$ cat src/rtl/plic_pkg.sv
// Shared definitions for the PLIC interrupt gateway.
package plic_pkg;

  // Per-source gateway state encoding
  localparam logic [1:0] IDLE     = 2'd0;
  localparam logic [1:0] PEND     = 2'd1;
  localparam logic [1:0] INFLIGHT = 2'd2;

  typedef enum logic [1:0] {
    StIdle     = IDLE,
    StPend     = PEND,
    StInflight = INFLIGHT
  } src_state_e;

  localparam int unsigned PLIC_N_INT_SRC = 32;
  localparam int unsigned PLIC_ID_W      = $clog2(PLIC_N_INT_SRC);

  // All sources level-triggered unless overridden
  localparam logic [31:0] PLIC_EDGE_MASK = 32'h0;

endpackage

$ cat src/rtl/plic_gateway_src.sv
// One gateway source: input synchronizer, edge history, outstanding-edge counter and
// IDLE/PEND/INFLIGHT state machine.
module plic_gateway_src
  import plic_pkg::*;
#(
  parameter bit          EDGE_MODE   = 1'b0,
  parameter int unsigned SYNC_STAGES = 2,
  parameter int unsigned CNT_W       = 4
) (
  input  logic CLK,
  input  logic RST,
  input  logic irq,
  input  logic claim,
  input  logic complete,
  output logic pending,
  output logic inflight,
  output logic edge_ovf
);

  localparam logic [CNT_W-1:0] CntMax = '1;

  logic             s;
  logic             s_prev_q;
  logic             rise;
  logic [CNT_W-1:0] cnt_q, cnt_d;
  logic             ovf_q, ovf_d;
  src_state_e       state_q, state_d;
  logic             pending_q, inflight_q;
  logic             claim_ok, complete_ok;
  logic             inc, dec, req;

  if (SYNC_STAGES == 0) begin : g_nosync
    assign s = irq;
  end else begin : g_sync
    logic [SYNC_STAGES-1:0] sync_q;

    // Shift the raw line through the synchronizer chain
    always_ff @(posedge CLK) begin
      if (RST) begin
        sync_q <= '0;
      end else begin
        sync_q <= (sync_q << 1) | SYNC_STAGES'(irq);
      end
    end

    assign s = sync_q[SYNC_STAGES-1];
  end

  assign rise = s & ~s_prev_q;

  // Next-state, counter and overflow evaluation
  always_comb begin
    claim_ok    = claim && (state_q == StPend);
    complete_ok = complete && (state_q == StInflight);
    inc         = EDGE_MODE && rise;
    dec         = EDGE_MODE && claim_ok;

    cnt_d = cnt_q;
    ovf_d = ovf_q;
    // Coincident edge and claim cancel, so a full counter only drops an edge when
    // no claim is draining it in the same cycle.
    if (inc && !dec) begin
      if (cnt_q == CntMax) begin
        ovf_d = 1'b1;
      end else begin
        cnt_d = cnt_q + 1'b1;
      end
    end else if (dec && !inc) begin
      cnt_d = cnt_q - 1'b1;
    end

    // A new request exists: level sources look at the line, edge sources at the
    // backlog plus any edge arriving now.
    req = EDGE_MODE ? ((cnt_q != '0) || rise) : s;

    state_d = state_q;
    unique case (state_q)
      StIdle:     if (req) state_d = StPend;
      StPend:     if (claim_ok) state_d = StInflight;
      StInflight: if (complete_ok) state_d = req ? StPend : StIdle;
      default:    state_d = StIdle;
    endcase
  end

  // State, counter, history and registered outputs
  always_ff @(posedge CLK) begin
    if (RST) begin
      state_q    <= StIdle;
      s_prev_q   <= 1'b0;
      cnt_q      <= '0;
      ovf_q      <= 1'b0;
      pending_q  <= 1'b0;
      inflight_q <= 1'b0;
    end else begin
      state_q    <= state_d;
      s_prev_q   <= s;
      cnt_q      <= cnt_d;
      ovf_q      <= ovf_d;
      pending_q  <= (state_d == StPend);
      inflight_q <= (state_d == StInflight);
    end
  end

  assign pending  = pending_q;
  assign inflight = inflight_q;
  assign edge_ovf = ovf_q;

endmodule

$ cat src/rtl/plic_gateway.sv
// PLIC interrupt gateway: one request per source, gated by claim/complete handshake.
module plic_gateway
  import plic_pkg::*;
#(
  parameter int unsigned           N_INT_SRC   = PLIC_N_INT_SRC,
  parameter logic [N_INT_SRC-1:0]  EDGE_MASK   = N_INT_SRC'(PLIC_EDGE_MASK),
  parameter int unsigned           SYNC_STAGES = 2,
  parameter int unsigned           CNT_W       = 4
) (
  input  logic                         CLK,
  input  logic                         RST,
  input  logic [N_INT_SRC-1:0]         w_irq_src,
  input  logic                         w_claim,
  input  logic [$clog2(N_INT_SRC)-1:0] w_claim_id,
  input  logic                         w_complete,
  input  logic [$clog2(N_INT_SRC)-1:0] w_complete_id,
  output logic [N_INT_SRC-1:0]         w_pending,
  output logic [N_INT_SRC-1:0]         w_inflight,
  output logic [N_INT_SRC-1:0]         w_edge_ovf
);

  localparam int unsigned IdW = $clog2(N_INT_SRC);

  logic [N_INT_SRC-1:0] claim_vec;
  logic [N_INT_SRC-1:0] complete_vec;
  logic                 unused_src0;

  // Decode IDs to one-hot strobes; ID 0 and out-of-range IDs match no source
  always_comb begin
    claim_vec    = '0;
    complete_vec = '0;
    for (int i = 1; i < int'(N_INT_SRC); i++) begin
      claim_vec[i]    = w_claim && (w_claim_id == IdW'(i));
      complete_vec[i] = w_complete && (w_complete_id == IdW'(i));
    end
  end

  // Source 0 is reserved
  assign unused_src0   = w_irq_src[0] ^ claim_vec[0] ^ complete_vec[0];
  assign w_pending[0]  = 1'b0;
  assign w_inflight[0] = 1'b0;
  assign w_edge_ovf[0] = 1'b0;

  for (genvar i = 1; i < N_INT_SRC; i++) begin : g_src
    plic_gateway_src #(
      .EDGE_MODE  (EDGE_MASK[i]),
      .SYNC_STAGES(SYNC_STAGES),
      .CNT_W      (CNT_W)
    ) u_src (
      .CLK     (CLK),
      .RST     (RST),
      .irq     (w_irq_src[i]),
      .claim   (claim_vec[i]),
      .complete(complete_vec[i]),
      .pending (w_pending[i]),
      .inflight(w_inflight[i]),
      .edge_ovf(w_edge_ovf[i])
    );
  end

endmodule

$ cat config.mk
export PLATFORM = sky130hd
export DESIGN_NAME = plic_gateway
export DESIGN_NICKNAME = d
export VERILOG_FILES = /design/src/rtl/plic_pkg.sv /design/src/rtl/plic_gateway_src.sv /design/src/rtl/plic_gateway.sv
export SDC_FILE = /design/constraint.sdc
export NUM_CORES = 1
export LEC_CHECK = 0
export CAP_MARGIN = 20
export CORE_ASPECT_RATIO = 0.7
export CORE_MARGIN = 8
export CORE_UTILIZATION = 47
export DETAILED_ROUTE_END_ITERATION = 7
export HOLD_SLACK_MARGIN = 0.15
export PLACE_DENSITY = 0.78
export SYNTH_ARGS = -nofsm -noshare
export SYNTH_HDL_FRONTEND = slang
export SYNTH_SLANG_ARGS = --single-unit
$ cat constraint.sdc
create_clock -name CLK -period 1.78 [get_ports CLK]
set_input_delay 0.356 -clock CLK [delete_from_list [all_inputs] [get_ports CLK]]
set_output_delay 0.356 -clock CLK [all_outputs]
set_load 0.005 [all_outputs]
# [Word level (Yosys, flattened, before mapping)]
# Index checks and enable logic that the tools add are counted.
[classes] eq_ne=186 n_mux=155 bitwise_logic=31 reduce_logical=155
[ops] cell="2-to-1 mux 2 bit" n=93
[ops] cell="one-hot mux 2 bit (3 select lines)" n=31
[ops] cell="== test 5 bit, second input constant" n=32
[ops] cell="== test 2 x 1 -> 1 bit, second input constant" n=62
[ops] cell="== test 2 bit, second input constant" n=62
[ops] cell="logical AND 1 bit" n=124
[ops] cell="== test 5 x 4 -> 1 bit, second input constant" n=16
[ops] cell="logical NOT 2 bit" n=31
[ops] cell="bitwise OR 2 x 1 -> 2 bit" n=31
[ops] cell="== test 5 x 3 -> 1 bit, second input constant" n=8
[ops] cell="2-to-1 mux 1 bit" n=31
[ops] cell="== test 5 x 2 -> 1 bit, second input constant" n=4
[ops] cell="== test 5 x 1 -> 1 bit, second input constant" n=2
[totals] register_bits=186 input_bits=46 out_inout_bits=96 elab_cells=651

# [Logic depth before layout (Yosys ltp)]
# Gate-level depths: netlist (run 1).
[depth] word_depth=6 depth_mapped=5

# [Modules after synthesis]
# A second synthesis (run 1) with hierarchy kept.
[hier_totals] cells_unflattened=716 hier_area_um2=6917.9
[by_module_without_submodules] mod="plic_gateway_src" instances=31 cells_each=20 area_each_um2=207.7
[by_module_without_submodules] mod="plic_gateway" instances=1 cells_each=96 area_each_um2=479.2

# [Worst setup path after synthesis (run 1)]
# No wires, ideal clock.
[synth_timing] path_kind="input port to flip-flop" start="input w_complete_id[4]" end="register g_src[3].u_src.inflight_q" setup_time_ns=0.130 t_arrival_ns=1.160 required_time_ns=1.650 path_slack_ns=0.490 cell_stages=3 path_buffers=0 cell_sequence="or4b_4 > o21ai_2 > o32ai_1"
[synth_between] elab_chain_cells=6
[synth_lines] item="from (decl)" line_no="plic_gateway.sv:16" text="input logic [$clog2(N_INT_SRC)-1:0] w_complete_id,"
[synth_lines] item="== test 5 x 2 -> 1 bit" line_no="plic_gateway.sv:34" text="complete_vec[i] = w_complete && (w_complete_id == IdW'(i));"
[synth_lines] item="logical AND 1 bit" line_no="plic_gateway.sv:34"
[synth_lines] item="logical AND 1 bit" line_no="plic_gateway_src.sv:54" text="complete_ok = complete && (state_q == StInflight);"
[synth_lines] item="2-to-1 mux 2 bit" line_no="plic_gateway_src.sv:80" text="StInflight: if (complete_ok) state_d = req ? StPend : StIdle;"
[synth_lines] item="one-hot mux 2 bit (3 select lines)" line_no="plic_gateway_src.sv:77" text="unique case (state_q)"
[synth_lines] item="== test 2 bit" line_no="plic_gateway_src.sv:100" text="inflight_q <= (state_d == StInflight);"
[synth_lines] item="to (signal assigned)" line_no="plic_gateway_src.sv:100"
[synth_lines] item="to (decl)" line_no="plic_gateway_src.sv:28" text="logic pending_q, inflight_q;"
# Every way passes these cells.
# A chain may end at the register's enable or synchronous reset.

# [Worst setup path in the final report (run 1)]
[layout_timing] start="register g_src[1].u_src.pending_q" end="output w_pending[1]"
[layout_lines] item="from (decl)" line_no="plic_gateway_src.sv:28"
[layout_lines] item="from (signal assigned)" line_no="plic_gateway_src.sv:99" text="pending_q <= (state_d == StPend);"
[layout_lines] item="to (decl)" line_no="plic_gateway.sv:17" text="output logic [N_INT_SRC-1:0] w_pending,"
# No word-level cell between the ends.

==> results.txt, run 1 <==
* Clock latency at the later pin of the worst-skew pair: 420 ps
- Reported leakage power: 3.73 nW
- Max cap viols: 0
- In this run the worst hold path is classified as input pin to register.
- After detailed routing, the wire length on met1 is 6930 microns.
- Most frequently used flop master after synthesis: sky130_fd_sc_hd__dfxtp_1
- First-pass GRT wire length: 26,100 microns
- The area growth from synthesis to layout is 25.1%.
* Number of buffers added to fix hold violations after cts: 0
- Sum Neg Setup Slack: 0 ps
- Initial core utilization: 48.3%
- The root buffer cell chosen for the clock tree is sky130_fd_sc_hd__clkbuf_16.
- HPWL reported at the end of detailed placement: 12,200 microns
- Placed inst area: 8340 sq um
- Via-per-instance ratio: 5.24
- Critical path peak fanout: 1
- After the first detailed-routing iteration, the DRC count stood at 241.
- Number of warnings printed during yosys synthesis: 0
- Vias in the first global route: 5,335
- The worst setup path is of the register to primary output kind.
- Cts bufs inserted: 17
- IO Count: 142
- Number of slew-limit violations in the final report: 0
* Number of antenna violations at the first check in global routing: 0
* Result of the run: finished clean
* Total iterations of the first detailed-routing run: 5
* Post-route total power: 8.76 mW
- Horizontal extent of the die: 163 microns
- The number of buffers and inverters on the critical path is 1.
* Gate family responsible for the most delay along the worst path: buffers and inverters
- Wire length on met3: 1010 microns
- Post-route antenna net violation count: 0
- Global routing used 16.8% of the available tracks across all layers.
- Counting flops with a built-in enable in the synthesized netlist gives 0.
- After routing the design area is 8920 sq um.
* Maximum clock frequency: 608 MHz
- Clock sink total: 186
- Final Routed Wirelength: 16,600 microns
- The signal on the critical path passes through clkdlybuf4s50_1.
* Kind of start point of the critical path: register
* Final cell utilization of the core: 60.4%
- Buffers added on ports: 106
- Final estimated routing congestion in global placement: 0.788
- Final nets: 828
- Total setup buffers inserted after CTS: 0
- Total vias in the final route: 5,179
- The die is 119 microns tall.
- Met2 wire len: 8400 microns
- Hold Worst Slack: 278 ps
- After detailed routing, the average wire length per cell comes to 16.8 microns.
- Data on the critical path arrives at its endpoint at 1290 ps.
- After synthesis, the netlist uses 31 different library cells.
- Counting tap cells, the placed design contains a total of 958 instances.
- Mapped cell area: 7140 sq um
- Post-cts resize count: 0
- Power density over the cells: 982 nW/um^2
- Prior to clock tree synthesis, the placed netlist has a worst setup slack of -168 ps.
- Signal routing reaches up to met4.
- Post-Syn Area per Cell: 10.4 sq um
- Area enclosed by the die boundary: 19,400 sq um
* Final hold violation count: 0
- Skew final: 8.70 ps
* Clock period minus final worst setup slack: 1650 ps
- Global route total overflow: 0
- Share of flip-flops with an asynchronous set or reset: 0%
- The number of antenna diodes in the final layout is 0.
- In this run the deepest clock path goes through 2 buffers.
* Peak VDD IR: 0.602 mV
- Of the cells placed in the final design, the portion with a size suffix greater than 1 is 17.2%.
- The H-tree was split into 4 levels.
- After technology mapping, the gate count stands at 684.
* Area of the core region: 14,800 sq um
- Final setup fails: 0
- Setup slack of the most critical reg-to-reg path: 500 ps
- Fin crit share: 92.5%
- For the worst setup path, the data required time is 1420 ps.
- Clock-pin slew reported for the worst setup and hold paths after clock tree synthesis: 70 ps
- Peak per-stage delay on the critical path: 550 ps
- Residual DRC count: 0
- Worst-case setup margin in the final layout: 134 ps
- TritonCTS built the clock tree.
- Setup repair after global routing left no endpoint under its margin.
* Fillers: 1,192
- The worst setup path is captured at a primary output.
- Synthesis inferred 186 register bits.
* Sequential cell area fraction in the yosys report: 52.2%
* Layout Cells excl Fill: 988
- Slowest library cell on the worst path: sky130_fd_sc_hd__clkdlybuf4s50_1
- Entering global routing, the biggest net connects 34 pins.
- Row Count: 37
[final timing paths]
kind                                                                   from                                           to  cells after the start
worst max register to register        g_src[27].u_src.state_q[0]$_SDFF_PP0_           g_src[27].u_src.pending$_SDFF_PP0_                      3
worst min register to register  g_src[28].u_src.g_sync.sync_q[0]$_SDFF_PP0_  g_src[28].u_src.g_sync.sync_q[1]$_SDFF_PP0_                      1
worst min-delay path                                                    RST   g_src[3].u_src.g_sync.sync_q[0]$_SDFF_PP0_                      2
worst max-delay path                      g_src[1].u_src.pending$_SDFF_PP0_                                 w_pending[1]                      1
[layout by cell type (no fill, tap or decap)]
master                              n
sky130_fd_sc_hd__dfxtp_1          186
sky130_fd_sc_hd__clkdlybuf4s50_1  105
sky130_fd_sc_hd__nor2b_1           65
sky130_fd_sc_hd__buf_4             62
sky130_fd_sc_hd__a21o_1            60
sky130_fd_sc_hd__o32ai_1           60
sky130_fd_sc_hd__conb_1            34
sky130_fd_sc_hd__a21oi_1           32
sky130_fd_sc_hd__nand2_1           31
sky130_fd_sc_hd__nor3b_1           30
sky130_fd_sc_hd__or3b_2            30
sky130_fd_sc_hd__o21ai_0           29
sky130_fd_sc_hd__clkbuf_16         17
sky130_fd_sc_hd__buf_12             9
sky130_fd_sc_hd__clkinv_4           5
sky130_fd_sc_hd__nand4b_1           4
sky130_fd_sc_hd__o21ai_2            3
sky130_fd_sc_hd__and4b_1            3
sky130_fd_sc_hd__nand4bb_1          3
sky130_fd_sc_hd__nor4bb_1           3
sky130_fd_sc_hd__nand2b_1           2
sky130_fd_sc_hd__nor2_1             2
sky130_fd_sc_hd__and3_1             2
sky130_fd_sc_hd__bufinv_16          2
sky130_fd_sc_hd__clkinvlp_4         2
sky130_fd_sc_hd__nand4_1            1
sky130_fd_sc_hd__and2_1             1
sky130_fd_sc_hd__and4_1             1
sky130_fd_sc_hd__or4b_4             1
sky130_fd_sc_hd__nor4b_2            1
sky130_fd_sc_hd__or2_0              1
sky130_fd_sc_hd__nand3_1            1
sky130_fd_sc_hd__a211oi_1           1
sky130_fd_sc_hd__clkinv_2           1
sky130_fd_sc_hd__inv_8              1
sky130_fd_sc_hd__clkbuf_8           1
sky130_fd_sc_hd__inv_6              1
[metal layers]
metal / global-route usage, % / vias to the layer above
met5: 0 / -
met4: 5.54 / 0
met2: 29.2 / 147
li1: - / 2534
met1: 18.9 / 2474
met3: 5.88 / 24
[where the power goes]
group	total (mW)	leakage [nW]	switching, mW	internal, mW
combinational	0.674	1.93	0.299	0.375
clock	3.71	0.280	1.60	2.11
sequential	4.38	1.52	0.0658	4.31
[synthesized netlist by cell type, types with 8 or more instances]
cell	n	share of area, %
sky130_fd_sc_hd__dfxtp_1	186	52
sky130_fd_sc_hd__buf_4	96	10
sky130_fd_sc_hd__nor2b_1	65	5.7
sky130_fd_sc_hd__a21o_1	60	6.3
sky130_fd_sc_hd__o32ai_1	60	7.4
sky130_fd_sc_hd__a21oi_1	32	2.2
sky130_fd_sc_hd__nand2_1	31	1.6
sky130_fd_sc_hd__nor3b_1	30	3.2
sky130_fd_sc_hd__or3b_2	30	3.7
sky130_fd_sc_hd__o21ai_0	29	2.0
sky130_fd_sc_hd__clkbuf_1	21	1.1
sky130_fd_sc_hd__buf_2	8	0.56
[cells by family (layout without fill, tap and decap cells)]
family	after synthesis	in the layout	share of synthesized area, %
simple gates	182	182	17.3
compound gates	185	185	18.4
buf+inv	130	206	12.0
other cells	1	34	0.0526
flops	186	186	52.2
[final cells by class]
cell class / count / area, sq um / share of cell area (%)
Clock buffer: 18 / 439 / 4.92
Timing Repair Buffer: 176 / 1700 / 19.0
Tap cell: 195 / 244 / 2.73
Multi-Input combinational cell: 401 / 2680 / 30.0
Clock inverter: 12 / 144 / 1.61
Sequential cell: 186 / 3720 / 41.7
[registers in the layout, indices dropped and copies added, names as in the netlist]
register and cells:
g_src.u_src.g_sync.sync_q 62, g_src.u_src.state_q 62, g_src.u_src.inflight 31, g_src.u_src.pending 31
Power figures use the tool's default switching activity.
==> inputs of run 2 (changes only) <==
--- a/config.mk
+++ b/config.mk
@@ -14,4 +14,5 @@
 export PLACE_DENSITY = 0.78
 export SYNTH_ARGS = -nofsm -noshare
 export SYNTH_HDL_FRONTEND = slang
+export SYNTH_HIERARCHICAL = 1
 export SYNTH_SLANG_ARGS = --single-unit
==> results.txt, run 2 <==
- Buffers added on ports: 106 (unchanged)
- The summed instance area of the synthesized netlist is 6920 sq um (was 7140 sq um).
- The die span in x was 161 microns (was 163 microns).
* Slowest library cell on the worst path: sky130_fd_sc_hd__clkdlybuf4s50_1 (unchanged)
- Hold Worst Slack: 351 ps (was 278 ps)
- The number of clock sinks seen by CTS was 186 (unchanged).
- Biggest area contributors in the synthesized netlist: sky130_fd_sc_hd__dfxtp_1 (54%), sky130_fd_sc_hd__and2b_1 (6.7%), sky130_fd_sc_hd__nor2_1 (6.7%), sky130_fd_sc_hd__nor2b_1 (5.6%), sky130_fd_sc_hd__nor3b_2 (5.6%) (was sky130_fd_sc_hd__dfxtp_1 (52%), sky130_fd_sc_hd__buf_4 (10%), sky130_fd_sc_hd__o32ai_1 (7.4%), sky130_fd_sc_hd__a21o_1 (6.3%), sky130_fd_sc_hd__nor2b_1 (5.7%))
- The post-CTS setup-driven buffer insertion count came to 0 (unchanged).
- Final setup fails: 0 (unchanged)
* Total vias in the final route: 4,758 (was 5,179)
- Post-route total power: 8.94 mW (was 8.76 mW)
* Fin crit share: 92.0% (was 92.5%)
* Number of antenna violations at the first check in global routing: 1 (was 0)
- The fraction of final layout cells sized beyond drive strength 1 was 11.3% (was 17.2%).
- Area share of the largest cell type after synthesis: 53.8% (was 52.2%)
* Max cap viols: 0 (unchanged)
- Crit Path Category: input pin to register (was register to primary output)
- Row Count: 37 (unchanged)
* Number of slew-limit violations in the final report: 0 (unchanged)
* Flip-flop and latch count after synthesis: 186 (unchanged)
* Unrepaired setup endpoints after global routing: no (unchanged)
- Cts bufs inserted: 17 (unchanged)
- Peak per-stage delay on the critical path: 430 ps (was 550 ps)
- The clock slew seen by the registers of the worst setup and hold paths is 70 ps (about the same).
* Most frequent cell on the critical path: sky130_fd_sc_hd__nor2_1
- Buffer levels on the longest clock path: 2 (unchanged)
- Ranking of synthesized cells by instance count: sky130_fd_sc_hd__dfxtp_1 (186), sky130_fd_sc_hd__nor2_1 (124), sky130_fd_sc_hd__and2b_1 (62), sky130_fd_sc_hd__nor2b_1 (62), sky130_fd_sc_hd__nand2b_1 (35) (was sky130_fd_sc_hd__dfxtp_1 (186), sky130_fd_sc_hd__buf_4 (96), sky130_fd_sc_hd__nor2b_1 (65))
- Final Routed Wirelength: 14,700 microns (was 16,600 microns)
- Post-placement worst setup slack: -254 ps (was -168 ps)
- Most common cell after layout, fill and taps aside: sky130_fd_sc_hd__dfxtp_1 (unchanged)
- Leading cell types in the layout, fill and taps excluded: sky130_fd_sc_hd__dfxtp_1 (186), sky130_fd_sc_hd__nor2_1 (124), sky130_fd_sc_hd__clkdlybuf4s50_1 (105), sky130_fd_sc_hd__nor2b_1 (62), sky130_fd_sc_hd__and2b_1 (62) (was sky130_fd_sc_hd__dfxtp_1 (186), sky130_fd_sc_hd__clkdlybuf4s50_1 (105), sky130_fd_sc_hd__nor2b_1 (65), sky130_fd_sc_hd__buf_4 (62))
- The post-route DRC violation count is 0 (unchanged).
- Vias in the first global route: 4,785 (was 5,335)
- Die Height: 118 microns (was 119 microns)
* Peak VDD IR: 0.538 mV (was 0.602 mV)
- Post-route antenna net violation count: 0 (unchanged)
- Crit path cell chain: clkdlybuf4s50_1 > buf_4 > nand4bb_1 > nor2_1 > nor3b_2 > a31oi_1 > nor2_1 (was clkdlybuf4s50_1)
- Endpoint type of the worst setup path: register (was primary output)
* First-pass GRT wire length: 24,100 microns (was 26,100 microns)
- The clock root buffer master was sky130_fd_sc_hd__clkbuf_16 (unchanged).
* Area enclosed by the die boundary: 18,900 sq um (was 19,400 sq um)
- Final estimated routing congestion in global placement: 0.739 (was 0.788)
- The critical path startpoint category was an input pin (was register).
* Required time at the endpoint of the critical path: 2080 ps (was 1420 ps)
* Number of enable-type register cells in the synthesized netlist: 0 (unchanged)
* Post-Syn Area per Cell: 9.66 sq um (was 10.4 sq um)
- Clock period minus final worst setup slack: 1640 ps (was 1650 ps)
- Reported leakage power: 3.67 nW (was 3.73 nW)
- Critical path peak fanout: 7 (was 1)
- Synth area leader: sky130_fd_sc_hd__dfxtp_1 (unchanged)
* Total iterations of the first detailed-routing run: 5 (unchanged)
- The primary flip-flop cell chosen by synthesis mapping was sky130_fd_sc_hd__dfxtp_1 (unchanged).
- The average vias per placed instance came to 4.56 (was 5.24).
- Top Registers: g_src.u_src/g_sync.sync_q x62, g_src.u_src/state_q x62 (was g_src.u_src.g_sync.sync_q x62, g_src.u_src.state_q x62)
- The effective utilization at floorplan came to 47.6% (was 48.3%).
* GRT Resource Usage Total: 15.6% (was 16.8%)
- Number of warnings printed during yosys synthesis: 6 (was 0)
* Path type of the worst min-delay path: input pin to register (unchanged)
- The antenna diode count is 0 (unchanged).
* Power density over the cells: 1010 nW/um^2 (was 982 nW/um^2)
* Number of instances in the synthesized netlist: 716 (was 684)
- Sequential cell area fraction in the yosys report: 53.8% (was 52.2%)
- The quantity of gates resized following cts is 0 (unchanged).
* Final nets: 881 (was 828)
- Global route total overflow: 0 (unchanged)
- The arrival time at the worst endpoint is 1940 ps (was 1290 ps).
* Unique cell type count in the Yosys netlist: 20 (was 31)
- Post-synthesis to final-layout area growth: 27.7% (was 25.1%)
- Area of the core region: 14,500 sq um (was 14,800 sq um)
* Worst-case setup margin in the final layout: 142 ps (was 134 ps)
- The H-tree depth came to 4 (unchanged).
- The aggregate negative setup slack came to 0 ps (unchanged).
- Dominant cell by count in the synthesized netlist: sky130_fd_sc_hd__dfxtp_1 (unchanged)
* Number of buffers added to fix hold violations after cts: 0 (unchanged)
- The highest attainable clock frequency is 611 MHz (was 608 MHz).
* HPWL reported at the end of detailed placement: 10,500 microns (was 12,200 microns)
* Largest net degree at the start of global routing: 89 (was 34)
* Share of flip-flops with an asynchronous set or reset: 0% (unchanged)
- Final hold violation count: 0 (unchanged)
- TritonCTS clock tree: yes (unchanged)
- Average wire per cell in the routed design: 14.1 microns (was 16.8 microns)
* Drt first-iter violations: 222 (was 241)
* Clock latency at the later pin of the worst-skew pair: 420 ps (about the same)
- IO Count: 142 (unchanged)
* Result of the run: finished clean (unchanged)
* Skew final: 9.07 ps (was 8.70 ps)
[run 2: changes by cell type after synthesis, sizes merged, moves of 32 or more]
cell | previous run | this run
buf | 108 | 34
a21oi | 32 | 0
o32ai | 60 | 0
a21o | 60 | 0
nand2b | 2 | 35
and2b | 0 | 62
nor2 | 2 | 124
[run 2: layout make-up]
class / count / area (sq um)
Timing Repair Buffer: 138 / 1320
Inverter: 31 / 116
Sequential cell: 186 / 3720
Multi-Input combinational cell: 461 / 2810
Tap cell: 195 / 244
Clock inverter: 14 / 181
Clock buffer: 18 / 439
Fill cell: 1237 / 5700
[run 2: logic make-up after synthesis]
kind of cell           count (synthesis)  synth area share [%]
AOI/OAI and AO/OA                     62                  5.05
and+or+nand+nor                      365                  33.7
buffers and inverters                 71                  5.70
DFF                                  186                  53.8
other                                 32                  1.74
[run 2: path summary, 6_finish.rpt]
check / startpoint / end / slack [ps] / depth (start not counted)
setup / recovery: w_claim_id[2] / g_src[10].u_src/pending$_SDFF_PP0_ / 140 / 7
hold / removal: RST / g_src[4].u_src/state_q[0]$_SDFF_PP0_ / 350 / 3
setup reg to reg: g_src[10].u_src/state_q[1]$_SDFF_PP0_ / g_src[10].u_src/pending$_SDFF_PP0_ / 840 / 3
hold reg to reg: g_src[16].u_src/g_sync.sync_q[0]$_SDFF_PP0_ / g_src[16].u_src/g_sync.sync_q[1]$_SDFF_PP0_ / 440 / 1
[run 2: metal layers]
layer  wire length [microns]  vias up  track usage [%]
met1                    7080     2161             20.8
met4                     159        2             4.67
met2                    6400      110             23.6
li1                        -     2467                -
met3                    1020       18             5.14
met5                      12        -                0
[run 2: critical path: cells and delay by family]
kind	cells	cell delay [ps]
buffers and inverters	2	600
AOI/OAI and AO/OA	1	230
and+or+nand+nor	4	770
[run 2: stage by stage]
step                      cell area (sq um)  utilization, %  std cells
after global placement                 8220            56.5       1011
after detailed placement               8220            56.5       1011
after CTS                              8840            60.8       1043
after global routing                   8840            60.8       1043
after floorplan                        6930               -        718
final                                  8840            60.8       1043
[run 2: report_power, final]
part,switching [mW],internal [mW],leakage (nW),total (mW)
clock,1.69,2.29,0.302,3.97
combinational,0.271,0.329,1.84,0.599
sequential,0.0620,4.30,1.52,4.36
